### src/rtl/div_unit_pkg.sv
// Shared types for the iterative RV32M divider: operation codes, FSM states,
// register ids and a sign-aware absolute-value helper.
package div_unit_pkg;

  localparam int XLEN = 32;

  typedef logic [4:0]      regId_t;
  typedef logic [XLEN-1:0] uint32;

  typedef enum logic [1:0] {
    DIV  = 2'b00,
    DIVU = 2'b01,
    REM  = 2'b10,
    REMU = 2'b11
  } divOp_t;

  typedef enum logic [1:0] {
    IDLE = 2'b00,
    CALC = 2'b01,
    DONE = 2'b10
  } divState_t;

  function automatic logic is_signed_op(input divOp_t op);
    return (op == DIV) || (op == REM);
  endfunction

  function automatic logic is_rem_op(input divOp_t op);
    return (op == REM) || (op == REMU);
  endfunction

  // 33-bit negate so that |0x80000000| comes out as unsigned 0x80000000.
  function automatic uint32 abs_val(input uint32 v, input logic sgn);
    logic [32:0] ext;
    ext = {sgn & v[31], v};
    if (sgn && v[31]) begin
      ext = 33'd0 - ext;
    end
    return ext[31:0];
  endfunction

endpackage

### src/rtl/div_unit_if.sv
// Request / write-back bundle between execute, the divider and the register-file
// write port.
interface div_unit_if;
  import div_unit_pkg::*;

  logic   start;
  divOp_t op;
  uint32  dividend;
  uint32  divisor;
  regId_t rd;
  logic   flush;
  logic   busy;
  logic   wb_en;
  regId_t wb_reg;
  uint32  wb_data;

  modport master (
    output start, op, dividend, divisor, rd, flush,
    input  busy, wb_en, wb_reg, wb_data
  );

  modport slave (
    input  start, op, dividend, divisor, rd, flush,
    output busy, wb_en, wb_reg, wb_data
  );

endinterface

### src/rtl/div_step.sv
// One combinational restoring-division step: shift the next dividend bit into the
// partial remainder and subtract the divisor when it fits.
module div_step (
  input  logic [32:0] rem_i,
  input  logic [31:0] quo_i,
  input  logic [31:0] divisor_i,
  output logic [32:0] rem_o,
  output logic [31:0] quo_o
);

  logic [33:0] rem_sh;
  logic [32:0] diff;
  logic        fits;

  assign rem_sh = {rem_i, quo_i[31]};
  assign fits   = (rem_sh >= {2'b00, divisor_i});
  // When the divisor fits, the difference is below the divisor, so 33 bits suffice.
  assign diff   = rem_sh[32:0] - {1'b0, divisor_i};
  assign rem_o  = fits ? diff : rem_sh[32:0];
  assign quo_o  = {quo_i[30:0], fits};

endmodule

### src/rtl/div_unit.sv
// Iterative RV32M divider: latches rs1/rs2 on start, runs BITS_PER_CYCLE restoring
// steps per cycle, then issues a single register-file write-back.
module div_unit
  import div_unit_pkg::*;
#(
  parameter int BITS_PER_CYCLE = 1
) (
  input  logic       clk_i,
  input  logic       rst_ni,
  div_unit_if.slave  bus
);

  localparam int N     = XLEN / BITS_PER_CYCLE;
  localparam int CNT_W = $clog2(N);
  localparam logic [CNT_W-1:0] LAST_STEP = CNT_W'(N - 1);

  divState_t        state_q;
  logic [CNT_W-1:0] cnt_q;
  logic [32:0]      rem_q;
  uint32            quo_q;
  uint32            divisor_q;
  divOp_t           op_q;
  regId_t           rd_q;
  logic             qneg_q;
  logic             rneg_q;
  regId_t           wb_reg_q;
  uint32            wb_data_q;

  logic        req_signed;
  logic        div_zero;
  logic        sp_ovf;
  uint32       special_res;
  logic [32:0] rem_fin;
  uint32       quo_fin;
  uint32       quo_fix;
  uint32       rem_fix;
  uint32       calc_res;

  assign req_signed = is_signed_op(bus.op);
  assign div_zero   = (bus.divisor == 32'd0);
  assign sp_ovf     = req_signed && (bus.dividend == 32'h8000_0000) &&
                      (bus.divisor == 32'hFFFF_FFFF);

  always_comb begin
    special_res = 32'd0;
    if (is_rem_op(bus.op)) begin
      special_res = div_zero ? bus.dividend : 32'd0;
    end else begin
      special_res = div_zero ? 32'hFFFF_FFFF : 32'h8000_0000;
    end
  end

  for (genvar g = 0; g < BITS_PER_CYCLE; g++) begin : g_step
    logic [32:0] rem_in;
    logic [32:0] rem_out;
    uint32       quo_in;
    uint32       quo_out;
    if (g == 0) begin : g_first
      assign rem_in = rem_q;
      assign quo_in = quo_q;
    end else begin : g_next
      assign rem_in = g_step[g-1].rem_out;
      assign quo_in = g_step[g-1].quo_out;
    end
    div_step u_step (
      .rem_i     (rem_in),
      .quo_i     (quo_in),
      .divisor_i (divisor_q),
      .rem_o     (rem_out),
      .quo_o     (quo_out)
    );
  end

  assign rem_fin  = g_step[BITS_PER_CYCLE-1].rem_out;
  assign quo_fin  = g_step[BITS_PER_CYCLE-1].quo_out;
  assign quo_fix  = qneg_q ? (32'd0 - quo_fin) : quo_fin;
  assign rem_fix  = rneg_q ? (32'd0 - rem_fin[31:0]) : rem_fin[31:0];
  assign calc_res = is_rem_op(op_q) ? rem_fix : quo_fix;

  always_ff @(posedge clk_i or negedge rst_ni) begin
    if (!rst_ni) begin
      state_q   <= IDLE;
      cnt_q     <= '0;
      rem_q     <= '0;
      quo_q     <= '0;
      divisor_q <= '0;
      op_q      <= DIV;
      rd_q      <= '0;
      qneg_q    <= 1'b0;
      rneg_q    <= 1'b0;
      wb_reg_q  <= '0;
      wb_data_q <= '0;
    end else begin
      case (state_q)
        IDLE, DONE: begin
          if (bus.flush || !bus.start) begin
            state_q <= IDLE;
          end else begin
            op_q      <= bus.op;
            rd_q      <= bus.rd;
            cnt_q     <= '0;
            rem_q     <= '0;
            quo_q     <= abs_val(bus.dividend, req_signed);
            divisor_q <= abs_val(bus.divisor, req_signed);
            qneg_q    <= req_signed & (bus.dividend[31] ^ bus.divisor[31]);
            rneg_q    <= req_signed & bus.dividend[31];
            // Divide-by-zero and signed overflow bypass the iteration entirely.
            if (div_zero || sp_ovf) begin
              state_q   <= DONE;
              wb_reg_q  <= bus.rd;
              wb_data_q <= special_res;
            end else begin
              state_q   <= CALC;
            end
          end
        end
        CALC: begin
          if (bus.flush) begin
            state_q <= IDLE;
          end else begin
            rem_q <= rem_fin;
            quo_q <= quo_fin;
            cnt_q <= cnt_q + 1'b1;
            if (cnt_q == LAST_STEP) begin
              state_q   <= DONE;
              wb_reg_q  <= rd_q;
              wb_data_q <= calc_res;
            end
          end
        end
        default: state_q <= IDLE;
      endcase
    end
  end

  assign bus.busy    = (state_q == CALC);
  // Combinational on flush so a kill in the DONE cycle still blocks the write.
  assign bus.wb_en   = (state_q == DONE) && (rd_q != 5'd0) && !bus.flush;
  assign bus.wb_reg  = wb_reg_q;
  assign bus.wb_data = wb_data_q;

endmodule

### src/flat_wrapper.sv
// flat-port wrapper written by rule: the top's interface ports become plain ports
module div_unit_flat import div_unit_pkg::*;
#(
  parameter int BITS_PER_CYCLE = 1
)
  (clk_i, rst_ni, bus_start, bus_op, bus_dividend, bus_divisor, bus_rd, bus_flush, bus_busy, bus_wb_en, bus_wb_reg, bus_wb_data);
  div_unit_if bus_i ();
  input  logic clk_i;
  input  logic rst_ni;
  input wire logic [$bits(bus_i.start)-1:0] bus_start;
  input wire logic [$bits(bus_i.op)-1:0] bus_op;
  input wire logic [$bits(bus_i.dividend)-1:0] bus_dividend;
  input wire logic [$bits(bus_i.divisor)-1:0] bus_divisor;
  input wire logic [$bits(bus_i.rd)-1:0] bus_rd;
  input wire logic [$bits(bus_i.flush)-1:0] bus_flush;
  output wire logic [$bits(bus_i.busy)-1:0] bus_busy;
  output wire logic [$bits(bus_i.wb_en)-1:0] bus_wb_en;
  output wire logic [$bits(bus_i.wb_reg)-1:0] bus_wb_reg;
  output wire logic [$bits(bus_i.wb_data)-1:0] bus_wb_data;
  assign bus_i.start = bus_start;
  assign bus_i.op = bus_op;
  assign bus_i.dividend = bus_dividend;
  assign bus_i.divisor = bus_divisor;
  assign bus_i.rd = bus_rd;
  assign bus_i.flush = bus_flush;
  assign bus_busy = bus_i.busy;
  assign bus_wb_en = bus_i.wb_en;
  assign bus_wb_reg = bus_i.wb_reg;
  assign bus_wb_data = bus_i.wb_data;
  div_unit #(.BITS_PER_CYCLE(BITS_PER_CYCLE)) u_core (.clk_i(clk_i), .rst_ni(rst_ni), .bus(bus_i));
endmodule
### config.mk
export PLATFORM = sky130hd
export DESIGN_NAME = div_unit_flat
export DESIGN_NICKNAME = d
export VERILOG_FILES = /design/src/rtl/div_unit_pkg.sv /design/src/rtl/div_unit_if.sv /design/src/rtl/div_step.sv /design/src/rtl/div_unit.sv /design/src/flat_wrapper.sv
export SDC_FILE = /design/constraint.sdc
export NUM_CORES = 1
export LEC_CHECK = 0
export CAP_MARGIN = 15
export CORE_MARGIN = 1
export CORE_UTILIZATION = 40
export DETAILED_ROUTE_END_ITERATION = 12
export GPL_TIMING_DRIVEN = 0
export REMOVE_ABC_BUFFERS = 1
export SYNTH_ARGS = -nofsm -noshare
export SYNTH_HDL_FRONTEND = slang
export SYNTH_SLANG_ARGS = --single-unit
### constraint.sdc
create_clock -name clk_i -period 14.6 [get_ports clk_i]
set_clock_uncertainty 0.2 [all_clocks]
set_input_delay 2.19 -clock clk_i [delete_from_list [all_inputs] [get_ports clk_i]]
set_output_delay 2.19 -clock clk_i [all_outputs]
set_load 0.03 [all_outputs]
==> results of run 1 <==
[how the worst min path moves through the flow]
stage / startpoint / to / slack (ps) / depth (start not counted)
floorplan: u_core.g_step[0].rem_in[32]$_DFFE_PN0P_ / u_core.g_step[0].rem_in[32]$_DFFE_PN0P_ / 240 / 2
global placement: u_core.g_step[0].rem_in[32]$_DFFE_PN0P_ / u_core.g_step[0].rem_in[32]$_DFFE_PN0P_ / 260 / 2
detailed placement: u_core.g_step[0].rem_in[32]$_DFFE_PN0P_ / u_core.g_step[0].rem_in[32]$_DFFE_PN0P_ / 270 / 2
CTS: u_core.divisor_q[18]$_DFFE_PN0P_ / u_core.divisor_q[18]$_DFFE_PN0P_ / 290 / 2
global route: u_core.bus.wb_data[16]$_DFFE_PN0P_ / u_core.bus.wb_data[16]$_DFFE_PN0P_ / 310 / 1
finish: u_core.divisor_q[18]$_DFFE_PN0P_ / u_core.divisor_q[18]$_DFFE_PN0P_ / 280 / 2
[metal layers]
layer	track usage	wire length, um	vias up
li1	-	-	5730
met1	0.334	17200	5671
met2	0.422	18300	333
met3	0.0342	1810	59
met4	0.0870	1000	0
met5	0	0	-
[power by group through the flow]
stage,combinational [mW],sequential [mW],clock [mW]
after CTS,1.51,0.611,0.479
after global placement,1.48,0.617,0
after detailed placement,1.50,0.618,0
after floorplan,1.12,0.576,0
after global routing,1.70,0.621,0.497
final,1.53,0.609,0.474
[synth_stat cells (6+ instances only)]
library cell                 n
sky130_fd_sc_hd__nand2_1   220
sky130_fd_sc_hd__o21ai_0   206
sky130_fd_sc_hd__dfrtp_1   149
sky130_fd_sc_hd__nor2_1    132
sky130_fd_sc_hd__a21oi_1   116
sky130_fd_sc_hd__xor2_1     72
sky130_fd_sc_hd__xnor2_1    69
sky130_fd_sc_hd__clkbuf_1   65
sky130_fd_sc_hd__inv_1      50
sky130_fd_sc_hd__ha_1       39
sky130_fd_sc_hd__o31ai_1    28
sky130_fd_sc_hd__a31oi_1    26
sky130_fd_sc_hd__nand3_1    26
sky130_fd_sc_hd__nor3_1     26
sky130_fd_sc_hd__mux2i_1    25
sky130_fd_sc_hd__nand4_1    22
sky130_fd_sc_hd__nor4_1     20
sky130_fd_sc_hd__o211ai_1   19
sky130_fd_sc_hd__or3_1      19
sky130_fd_sc_hd__or4_1      17
sky130_fd_sc_hd__o41ai_1    16
sky130_fd_sc_hd__a22oi_1    15
sky130_fd_sc_hd__buf_1      13
sky130_fd_sc_hd__nand2b_1   13
sky130_fd_sc_hd__a211oi_1   10
sky130_fd_sc_hd__a21o_1     10
sky130_fd_sc_hd__and2_1      9
sky130_fd_sc_hd__and3_1      9
sky130_fd_sc_hd__buf_2       6
[cells by family after synthesis]
| logic type | Yosys count | synth area share |
|---|---|---|
| fa+ha+maj | 40 | 0.0424 |
| flops | 149 | 0.311 |
| simple gates | 541 | 0.211 |
| buf+inv | 140 | 0.0465 |
| compound gates | 514 | 0.263 |
| xor+xnor | 141 | 0.103 |
| mux | 27 | 0.0228 |
[layout make-up]
| type | count | area (um^2) | share of cell area |
|---|---|---|---|
| clock inverters | 15 | 186 | 0.0132 |
| multi-input cells | 1263 | 7730 | 0.548 |
| inverters | 52 | 195 | 0.0138 |
| well taps | 390 | 488 | 0.0346 |
| flip-flops and latches | 149 | 3730 | 0.264 |
| clock buffers | 17 | 425 | 0.0302 |
| repair buffers | 124 | 1350 | 0.0956 |
[worst max-delay path, cell delays in order, from the launching register on]
cell and delay (ps):
sky130_fd_sc_hd__dfrtp_1 470, sky130_fd_sc_hd__inv_1 100, sky130_fd_sc_hd__ha_1 200, sky130_fd_sc_hd__inv_1 70
sky130_fd_sc_hd__fa_1 450, sky130_fd_sc_hd__a21o_1 270, sky130_fd_sc_hd__a221o_1 450, sky130_fd_sc_hd__nand4_1 150
sky130_fd_sc_hd__o221a_2 310, sky130_fd_sc_hd__nand2_2 680, sky130_fd_sc_hd__inv_1 1140, sky130_fd_sc_hd__mux2i_1 380
sky130_fd_sc_hd__ha_1 200, sky130_fd_sc_hd__inv_1 100, sky130_fd_sc_hd__or3_1 380, sky130_fd_sc_hd__or4b_4 580
sky130_fd_sc_hd__nor4_4 350, sky130_fd_sc_hd__a31o_4 260, sky130_fd_sc_hd__nand4_4 140, sky130_fd_sc_hd__o31ai_1 300
sky130_fd_sc_hd__xor2_1 210, sky130_fd_sc_hd__a21oi_1 90
[stage by stage]
step	worst slack, ps	instances
after global placement	3830	1967
after floorplan	7850	1464
after detailed placement	7100	1975
after global routing	6540	2010
after CTS	7040	2007
final	6970	2010
[cell usage in the layout, fill, tap and decap left out, types with 28 or more instances in the layout]
| cell | netlist | routed |
|---|---|---|
| sky130_fd_sc_hd__nand2_1 | 220 | 219 |
| sky130_fd_sc_hd__o21ai_0 | 206 | 206 |
| sky130_fd_sc_hd__dfrtp_1 | 149 | 149 |
| sky130_fd_sc_hd__nor2_1 | 132 | 130 |
| sky130_fd_sc_hd__a21oi_1 | 116 | 116 |
| sky130_fd_sc_hd__clkdlybuf4s50_1 | 0 | 112 |
| sky130_fd_sc_hd__xor2_1 | 72 | 72 |
| sky130_fd_sc_hd__xnor2_1 | 69 | 69 |
| sky130_fd_sc_hd__inv_1 | 50 | 48 |
| sky130_fd_sc_hd__ha_1 | 39 | 39 |
| sky130_fd_sc_hd__o31ai_1 | 28 | 28 |
==> reports/results.md, run 1 <==
* **time the final worst path needs with I/O delays and setup** 7630 ps
* **Critical Path Sink Type** flop
* **clock tree from TritonCTS** done
* **wire length after detailed routing** 38.3 mm
* **area of the die** 0.0307 mm^2
* **unrepaired setup endpoints after global routing** no
* **share of the synthesized area in the top cell type** 0.311
* **clock-pin slew reported for the worst setup and hold paths after clock tree synthesis** 70 ps
* **critical path class** flop to flop
* **launch point of the worst path** u_core.g_step[0].quo_in[31]$_DFFE_PN0P_
* **cell types occupying the most area after synthesis** sky130_fd_sc_hd__dfrtp_1 (31%), sky130_fd_sc_hd__o21ai_0 (8.6%), sky130_fd_sc_hd__nand2_1 (6.9%), sky130_fd_sc_hd__xor2_1 (5.3%), sky130_fd_sc_hd__xnor2_1 (5.0%)
* **VDD IR-drop max** 0.110 mV
* **asr flop ratio synth** 1.00
* **number of routed nets with antenna violations** 0
* **Worst Tran Pin Value** 1220 ps
* **Mapped Cells** 1552
* **sequential share of power** 0.233
* **Max FO, Critical Path** 44
* **mapped cell area** 0.0120 mm^2
* **number of endpoints with negative hold slack in the final report** 0
* **Initial Utilization** 0.405
* **Pre-Repair DR Iteration Count** 5
* **switching share of power** 0.490
* **last weighted congestion value of the routability-driven placer** 0.876
* **routed length per instance** 19.1 um
* **Starting DRT DRC Count** 1051
* **period utilization** 0.523
* **number of filler instances in the final layout** 2987
* **minimum hold slack** 278 ps
* **last element of the critical path** u_core.bus.wb_data[30]$_DFFE_PN0P_
* **Synth area leader** sky130_fd_sc_hd__dfrtp_1
* **worst skew pair latency** 440 ps
* **launch instance of the worst register-to-register path** u_core.g_step[0].quo_in[31]$_DFFE_PN0P_
* **reg-to-reg critical path endpoint** u_core.bus.wb_data[30]$_DFFE_PN0P_
* **fin util** 0.477
* **yosys synthesis warning count** 0
* **Worst slew margin** 0.181
* **FF+latch count, synth** 149
* **number of antenna violations at the first check in global routing** 0
* **path depth of the worst reg2reg path** 21
* **overall routing resource usage** 0.253
* **Seq/Total Area, Yosys** 0.311
* **net switching component of the power** 1.28 mW
* **overflow left after global routing** 0
* **data arrival at the endpoint of the critical path** 7740 ps
* **Max Root-Sink Buffers** 2
* **count of buffers inserted at the top-level ports** 113
* **worst min path class** flop to flop
* **cell at the root of the clock tree** sky130_fd_sc_hd__clkbuf_16
* **fin nets** 1722
* **vias post-DR** 11793
* **HPWL after detailed placement** 28.4 mm
* **reported max-cap violation count** 0
* **Inserted Clock Buffers** 17
* **number of distinct library cells after synthesis** 82
* **maximum number of pins on one net before global-route repair** 100
* **number of cell rows** 63
* **post-detailed-route DRC marker count** 0
* **clock sink count** 149
* **Internal Pwr Total** 1.33 mW
* **cts-stage hold buffer count** 0
* **global-route wire length before repair** 61.0 mm
* **CP Data Required Time** 14710 ps
* **die span in y** 175 um
* **pwr dens** 185 mW/mm^2
* **final cell area excluding filler cells** 0.0141 mm^2
* **run status** finished, final reports clean
* **drt via density** 5.87
* **combinational share of power** 0.586
* **share of layout cells above drive strength 1** 0.0463
* **flip-flop count of the largest register after layout** 33
* **CP startpoint kind** flop
* **Clk pwr share** 0.181
* **number of pins exceeding their max-slew limit in the final report** 0
* **vias in the first global route** 11340
* **H-tree level count** 4
* **number of resized instances in the post-cts repair step** 0
* **most instantiated flip-flop cell in the synthesis netlist** sky130_fd_sc_hd__dfrtp_1
* **Leak** 5.73 nW
* **dpl cell area** 0.0134 mm^2
* **Sum Neg Setup Slack** 0 ps
* **Post-synth EDFFs** 0
* **n_diodes** 0
* **Final setup viols** 0
* **core region area** 0.0296 mm^2
* **mean instance size in the synthesized netlist** 7.72 um^2
* **relative area change from synthesis to final layout** 17.7%
* **reg-to-reg slack, setup** 6970 ps
* **overall die width** 175 um
* **achievable clock frequency** 0.131 GHz
* **top-level port count** 114
* **total setup buffers inserted after CTS** 0
* **Total Power** 2.61 mW
(Power assumes the default switching activity.)
==> run 2, diff against run 1 <==
- clock period: 14.6 -> 6.8 ns (I/O delays scaled with it)
==> run 2 against run 1 <==
  * Setup slack worse by 6600 ps
  * Combinational power increased by 120%
  * Highest routed layer unchanged
  * Die area unchanged
==> reports/results.md, run 2 (synthesis results as in run 1) <==
* **run status** finished, final reports clean
* **Critical Path Sink Type** flop
* **CP max stage delay** 580 ps
* **VDD IR-drop max** 0.269 mV
* **cts-stage hold buffer count** 0
* **critical-path cell list** inv_1 > ha_1 > inv_1 > fa_1 > a21o_1 > a221o_1 > nand4_1 > o221a_2 > nand2_8 > clkinvlp_4 > buf_12 > mux2i_1 > ha_1 > inv_1 > or3_1 > or4b_4 > nor4_4 > a31o_4 > nand4_4 > o31ai_1 > xor2_1 > a21oi_1
* **HPWL after detailed placement** 28.4 mm
* **overall die width** 175 um
* **last weighted congestion value of the routability-driven placer** 0.876
* **top library cells by usage in the layout, fill and taps aside** sky130_fd_sc_hd__nand2_1 (219), sky130_fd_sc_hd__o21ai_0 (206), sky130_fd_sc_hd__dfrtp_1 (149), sky130_fd_sc_hd__nor2_1 (130), sky130_fd_sc_hd__a21oi_1 (116)
* **launch point of the worst path** u_core.g_step[0].quo_in[31]$_DFFE_PN0P_
* **top-level port count** 114
* **Final setup viols** 0
* **number of cell rows** 63
* **routed length per instance** 19.1 um
* **number of endpoints with negative hold slack in the final report** 0
* **worst min path class** flop to flop
* **period utilization** 0.940
* **overflow left after global routing** 0
* **clock tree from TritonCTS** done
* **clock-pin slew reported for the worst setup and hold paths after clock tree synthesis** 70 ps
* **met1 usage** 0.335
* **Worst Tran Pin Value** 1230 ps
* **global-route wire length before repair** 61.2 mm
* **share of layout cells above drive strength 1** 0.0493
* **CP startpoint kind** flop
* **number of filler instances in the final layout** 2979
* **clock sink count** 149
* **achievable clock frequency** 0.157 GHz
* **most used routing layer** met2
* **Inserted Clock Buffers** 17
* **vias in the first global route** 11367
* **relative area change from synthesis to final layout** 18.2%
* **core region area** 0.0296 mm^2
* **data arrival at the endpoint of the critical path** 6500 ps
* **slowest stage cell on the critical path** sky130_fd_sc_hd__or4b_4
* **met2 usage in global routing** 0.426
* **M3 GR Usage** 0.0337
* **Hold Startpoint** u_core.divisor_q[18]$_DFFE_PN0P_
* **Worst slew margin** 0.172
* **launch instance of the worst register-to-register path** u_core.g_step[0].quo_in[31]$_DFFE_PN0P_
* **final cell area excluding filler cells** 0.0142 mm^2
* **number of pins exceeding their max-slew limit in the final report** 0
* **commonest non-fill, non-tap cell in the layout** sky130_fd_sc_hd__nand2_1
* **unrepaired setup endpoints after global routing** no
* **CP dominant cell by count** sky130_fd_sc_hd__inv_1
* **flip-flop count of the largest register after layout** 33
* **Pre-Repair DR Iteration Count** 5
* **number of antenna violations at the first check in global routing** 0
* **reported max-cap violation count** 0
* **Leak** 5.75 nW
* **maximum number of pins on one net before global-route repair** 100
* **wire length after detailed routing** 38.5 mm
* **CP Data Required Time** 6910 ps
* **overall routing resource usage** 0.253
* **H-tree level count** 4
* **number of routed nets with antenna violations** 0
* **n_diodes** 0
* **Max FO, Critical Path** 45
* **count of buffers inserted at the top-level ports** 113
* **post-detailed-route DRC marker count** 0
* **fin nets** 1726
* **Starting DRT DRC Count** 977
* **dpl cell area** 0.0134 mm^2
* **critical path class** flop to flop
* **pwr dens** 400 mW/mm^2
* **vias post-DR** 11830
* **drt via density** 5.87
* **Initial Utilization** 0.405
* **minimum hold slack** 278 ps
* **area of the die** 0.0307 mm^2
* **cell at the root of the clock tree** sky130_fd_sc_hd__clkbuf_16
* **die span in y** 175 um
* **time the final worst path needs with I/O delays and setup** 6390 ps
* **Max Root-Sink Buffers** 2
* **worst skew pair latency** 440 ps
-- run 2: final cells by class --
cell class / instances / area (um^2) / area share
Multi-Input combinational cell: 1263 / 7740 / 0.547
Sequential cell: 149 / 3730 / 0.263
Timing Repair Buffer: 127 / 1380 / 0.0976
Tap cell: 390 / 488 / 0.0345
Clock buffer: 17 / 425 / 0.0300
Inverter: 52 / 199 / 0.0141
Clock inverter: 15 / 186 / 0.0132
Timing Repair inverter: 1 / 5.00 / 0.000353
-- run 2: path summary, 6_finish.rpt --
check | end | slack, ps | cells after the start
worst max-delay path | u_core.bus.wb_data[30]$_DFFE_PN0P_ | 410 | 22
worst min-delay path | u_core.divisor_q[18]$_DFFE_PN0P_ | 280 | 2
worst max register to register | u_core.bus.wb_data[30]$_DFFE_PN0P_ | 410 | 22
worst min register to register | u_core.divisor_q[18]$_DFFE_PN0P_ | 280 | 2
max in group asynchronous | u_core.g_step[0].rem_in[16]$_DFFE_PN0P_ | 5240 | 2
min in group asynchronous | u_core.divisor_q[3]$_DFFE_PN0P_ | 290 | 1
-- run 2: layer usage --
layer,vias up,wire [um]
met3,63,2100
met5,-,0
met1,5678,17000
met4,0,933
li1,5730,-
met2,359,18500
-- run 2: through the flow --
step	utilization	setup TNS (ps)	std cells	worst slack, ps	total power, mW
after floorplan	-	0	1464	628	3.65
after global placement	0.448	-413430	1967	-2800	4.50
after detailed placement	0.454	-5810	1975	-688	4.55
after CTS	0.475	0	2008	147	5.59
after global routing	0.479	0	2014	110	6.10
final	0.479	0	2014	411	5.67
-- run 2: critical path: cells and delay by family (launching register included) --
kind | cells | cell delay [ps]
adder cells (fa/ha/maj) | 3 | 840
buffers and inverters | 5 | 620
AND/OR/NAND/NOR | 6 | 1870
flip-flops | 1 | 460
AO/OA/AOI/OAI | 6 | 1740
XOR/XNOR | 1 | 210
multiplexers | 1 | 290
-- run 2: power by group --
group | total [mW] | internal (mW) | switching [mW]
logic | 3.34 | 1.27 | 2.07
registers | 1.31 | 1.06 | 0.246
clock network | 1.02 | 0.559 | 0.462
-- run 2: timing repair --
item	4_1_cts	5_1_grt
gates cloned	1	0
gates resized for setup	2	1
setup endpoints to repair	12	6
buffers inserted	0	3
==> run 3, diff against run 2 <==
- CAP_MARGIN: 15 -> 25
==> run 3 against run 2 <==
  * Non-clock buffer count grew 7
  * Combinational power is essentially flat
  * Routed wire length shrank 0.43%
  * Cell area shrank 0.15%
  * Global-route usage is essentially flat
  * First-iteration DRC count grew 12%
  * Clock-buffer cell count is the same
  * Die area is the same
==> reports/results.md, run 3 (synthesis results as in run 1) <==
* **Starting DRT DRC Count** 1091
* **wire length after detailed routing** 38.4 mm
* **Final setup viols** 0
* **Initial Utilization** 0.405
* **period utilization** 0.945
* **reported max-cap violation count** 0
* **cell at the root of the clock tree** sky130_fd_sc_hd__clkbuf_16
* **Internal Pwr Total** 2.87 mW
* **HPWL after detailed placement** 28.6 mm
* **last element of the critical path** u_core.bus.wb_data[30]$_DFFE_PN0P_
* **n_diodes** 0
* **pwr dens** 398 mW/mm^2
* **Sum Neg Setup Slack** 0 ps
* **relative area change from synthesis to final layout** 18.0%
* **data arrival at the endpoint of the critical path** 6530 ps
* **Leak** 5.74 nW
* **overall routing resource usage** 0.253
* **reg-to-reg slack, setup** 370 ps
* **commonest non-fill, non-tap cell in the layout** sky130_fd_sc_hd__nand2_1
* **Critical Path Sink Type** flop
* **Total Power** 5.63 mW
* **number of routed nets with antenna violations** 0
* **number of cell rows** 63
* **number of filler instances in the final layout** 2929
* **routed length per instance** 19.0 um
* **overflow left after global routing** 0
* **flip-flop count of the largest register after layout** 33
* **top library cells by usage in the layout, fill and taps aside** sky130_fd_sc_hd__nand2_1 (219), sky130_fd_sc_hd__o21ai_0 (206), sky130_fd_sc_hd__dfrtp_1 (149), sky130_fd_sc_hd__nor2_1 (130), sky130_fd_sc_hd__a21oi_1 (116)
* **worst min path class** flop to flop
* **unrepaired setup endpoints after global routing** no
* **number of placed instances with taps included** 1979
* **top-level port count** 114
* **clock sink count** 149
* **Max FO, Critical Path** 30
* **global-route wire length before repair** 61.4 mm
* **Max Root-Sink Buffers** 2
* **clock tree from TritonCTS** done
* **Clk pwr share** 0.170
* **core region area** 0.0296 mm^2
* **launch instance of the worst register-to-register path** u_core.g_step[0].quo_in[31]$_DFFE_PN0P_
* **area of the die** 0.0307 mm^2
* **combinational share of power** 0.598
* **final cell count without fillers** 2020
* **Worst Tran Pin Value** 1070 ps
* **overall die width** 175 um
* **critical path class** flop to flop
* **CP Data Required Time** 6900 ps
* **Worst slew margin** 0.284
* **cts-stage hold buffer count** 0
* **post-route setup slack** 373 ps
* **H-tree level count** 4
* **path depth of the worst reg2reg path** 22
* **net switching component of the power** 2.76 mW
* **minimum hold slack** 281 ps
* **setup slack after placement** -301 ps
* **number of pins exceeding their max-slew limit in the final report** 0
* **worst skew pair latency** 440 ps
* **drt via density** 5.89
* **time the final worst path needs with I/O delays and setup** 6430 ps
* **CP startpoint kind** flop
* **switching share of power** 0.491
* **sequential share of power** 0.233
* **count of buffers inserted at the top-level ports** 113
* **vias in the first global route** 11436
* **achievable clock frequency** 0.156 GHz
* **post-detailed-route DRC marker count** 0
* **launch point of the worst path** u_core.g_step[0].quo_in[31]$_DFFE_PN0P_
* **Pre-Repair DR Iteration Count** 5
* **number of endpoints with negative hold slack in the final report** 0
* **die span in y** 175 um
* **Inserted Clock Buffers** 17
* **number of antenna violations at the first check in global routing** 1
* **fin nets** 1733
* **vias post-DR** 11889
* **share of layout cells above drive strength 1** 0.0528
* **run status** finished, final reports clean
* **reg-to-reg critical path endpoint** u_core.bus.wb_data[30]$_DFFE_PN0P_
* **last weighted congestion value of the routability-driven placer** 0.876
* **maximum number of pins on one net before global-route repair** 100
* **clock-pin slew reported for the worst setup and hold paths after clock tree synthesis** 70 ps
* **VDD IR-drop max** 0.215 mV
[run 3: repair_timing]
| item | CTS | global route |
|---|---|---|
| buffers inserted | 0 | 7 |
| endpoints found under the hold margin | 0 | 0 |
| gates resized for setup | 1 | 1 |
| setup endpoints to repair | 9 | 11 |
| pin swaps | 0 | 0 |
| gates cloned | 0 | 1 |
[run 3: cell type report]
type,count,area [um^2],share of cell area
multi-input combinational,1263,7730,0.547
sequential,149,3730,0.264
timing repair buffer,134,1420,0.100
tap,390,488,0.0345
clock buffer,17,425,0.0301
inverter,52,199,0.0141
clock inverter,14,141,0.0100
timing repair inverter,1,5.00,0.000354
[run 3: per-layer routing]
metal,vias up,global-route usage,routed length [um]
li1,5748,-,-
met1,5707,0.337,17400
met2,366,0.415,17900
met3,66,0.0385,1920
met4,2,0.0928,1170
met5,-,0,9
[run 3: critical path, stage by stage, from the launching register on]
cell	delay, ps
sky130_fd_sc_hd__dfrtp_1	460
sky130_fd_sc_hd__inv_1	90
sky130_fd_sc_hd__ha_1	180
sky130_fd_sc_hd__inv_1	60
sky130_fd_sc_hd__fa_1	450
sky130_fd_sc_hd__a21o_1	270
sky130_fd_sc_hd__a221o_1	450
sky130_fd_sc_hd__nand4_1	150
sky130_fd_sc_hd__o221a_2	330
sky130_fd_sc_hd__nand2_4	200
sky130_fd_sc_hd__buf_12	250
sky130_fd_sc_hd__clkinvlp_4	260
sky130_fd_sc_hd__mux2i_1	320
sky130_fd_sc_hd__ha_1	180
sky130_fd_sc_hd__inv_1	90
sky130_fd_sc_hd__or3_1	380
sky130_fd_sc_hd__or4b_4	580
sky130_fd_sc_hd__nor4_4	350
sky130_fd_sc_hd__a31o_4	260
sky130_fd_sc_hd__nand4_4	140
sky130_fd_sc_hd__o31ai_1	300
sky130_fd_sc_hd__xor2_1	200
sky130_fd_sc_hd__a21oi_1	90
[run 3: power by group through the flow]
stage	sequential [mW]	clock, mW	combinational [mW]
after floorplan	1.24	0	2.41
after global placement	1.32	0	3.18
after detailed placement	1.32	0	3.25
after CTS	1.30	0.972	3.27
after global routing	1.33	1.01	3.73
final	1.31	0.956	3.36
[run 3: how the worst min path moves through the flow]
stage | from | to | slack, ps | depth (start not counted)
CTS | u_core.divisor_q[22]$_DFFE_PN0P_ | u_core.divisor_q[22]$_DFFE_PN0P_ | 290 | 2
detailed placement | u_core.divisor_q[22]$_DFFE_PN0P_ | u_core.divisor_q[22]$_DFFE_PN0P_ | 270 | 2
floorplan | u_core.g_step[0].rem_in[32]$_DFFE_PN0P_ | u_core.g_step[0].rem_in[32]$_DFFE_PN0P_ | 240 | 2
global placement | u_core.g_step[0].rem_in[32]$_DFFE_PN0P_ | u_core.g_step[0].rem_in[32]$_DFFE_PN0P_ | 260 | 2
global route | u_core.divisor_q[28]$_DFFE_PN0P_ | u_core.divisor_q[28]$_DFFE_PN0P_ | 300 | 2
finish | u_core.divisor_q[22]$_DFFE_PN0P_ | u_core.divisor_q[22]$_DFFE_PN0P_ | 280 | 2
[run 3: stage by stage]
| step | utilization | cell area, um^2 |
|---|---|---|
| final | 0.478 | 14100 |
| after global routing | 0.478 | 14100 |
| after CTS | 0.475 | 14100 |
| after detailed placement | 0.456 | 13500 |
| after global placement | 0.448 | 13200 |
| after floorplan | - | 11600 |
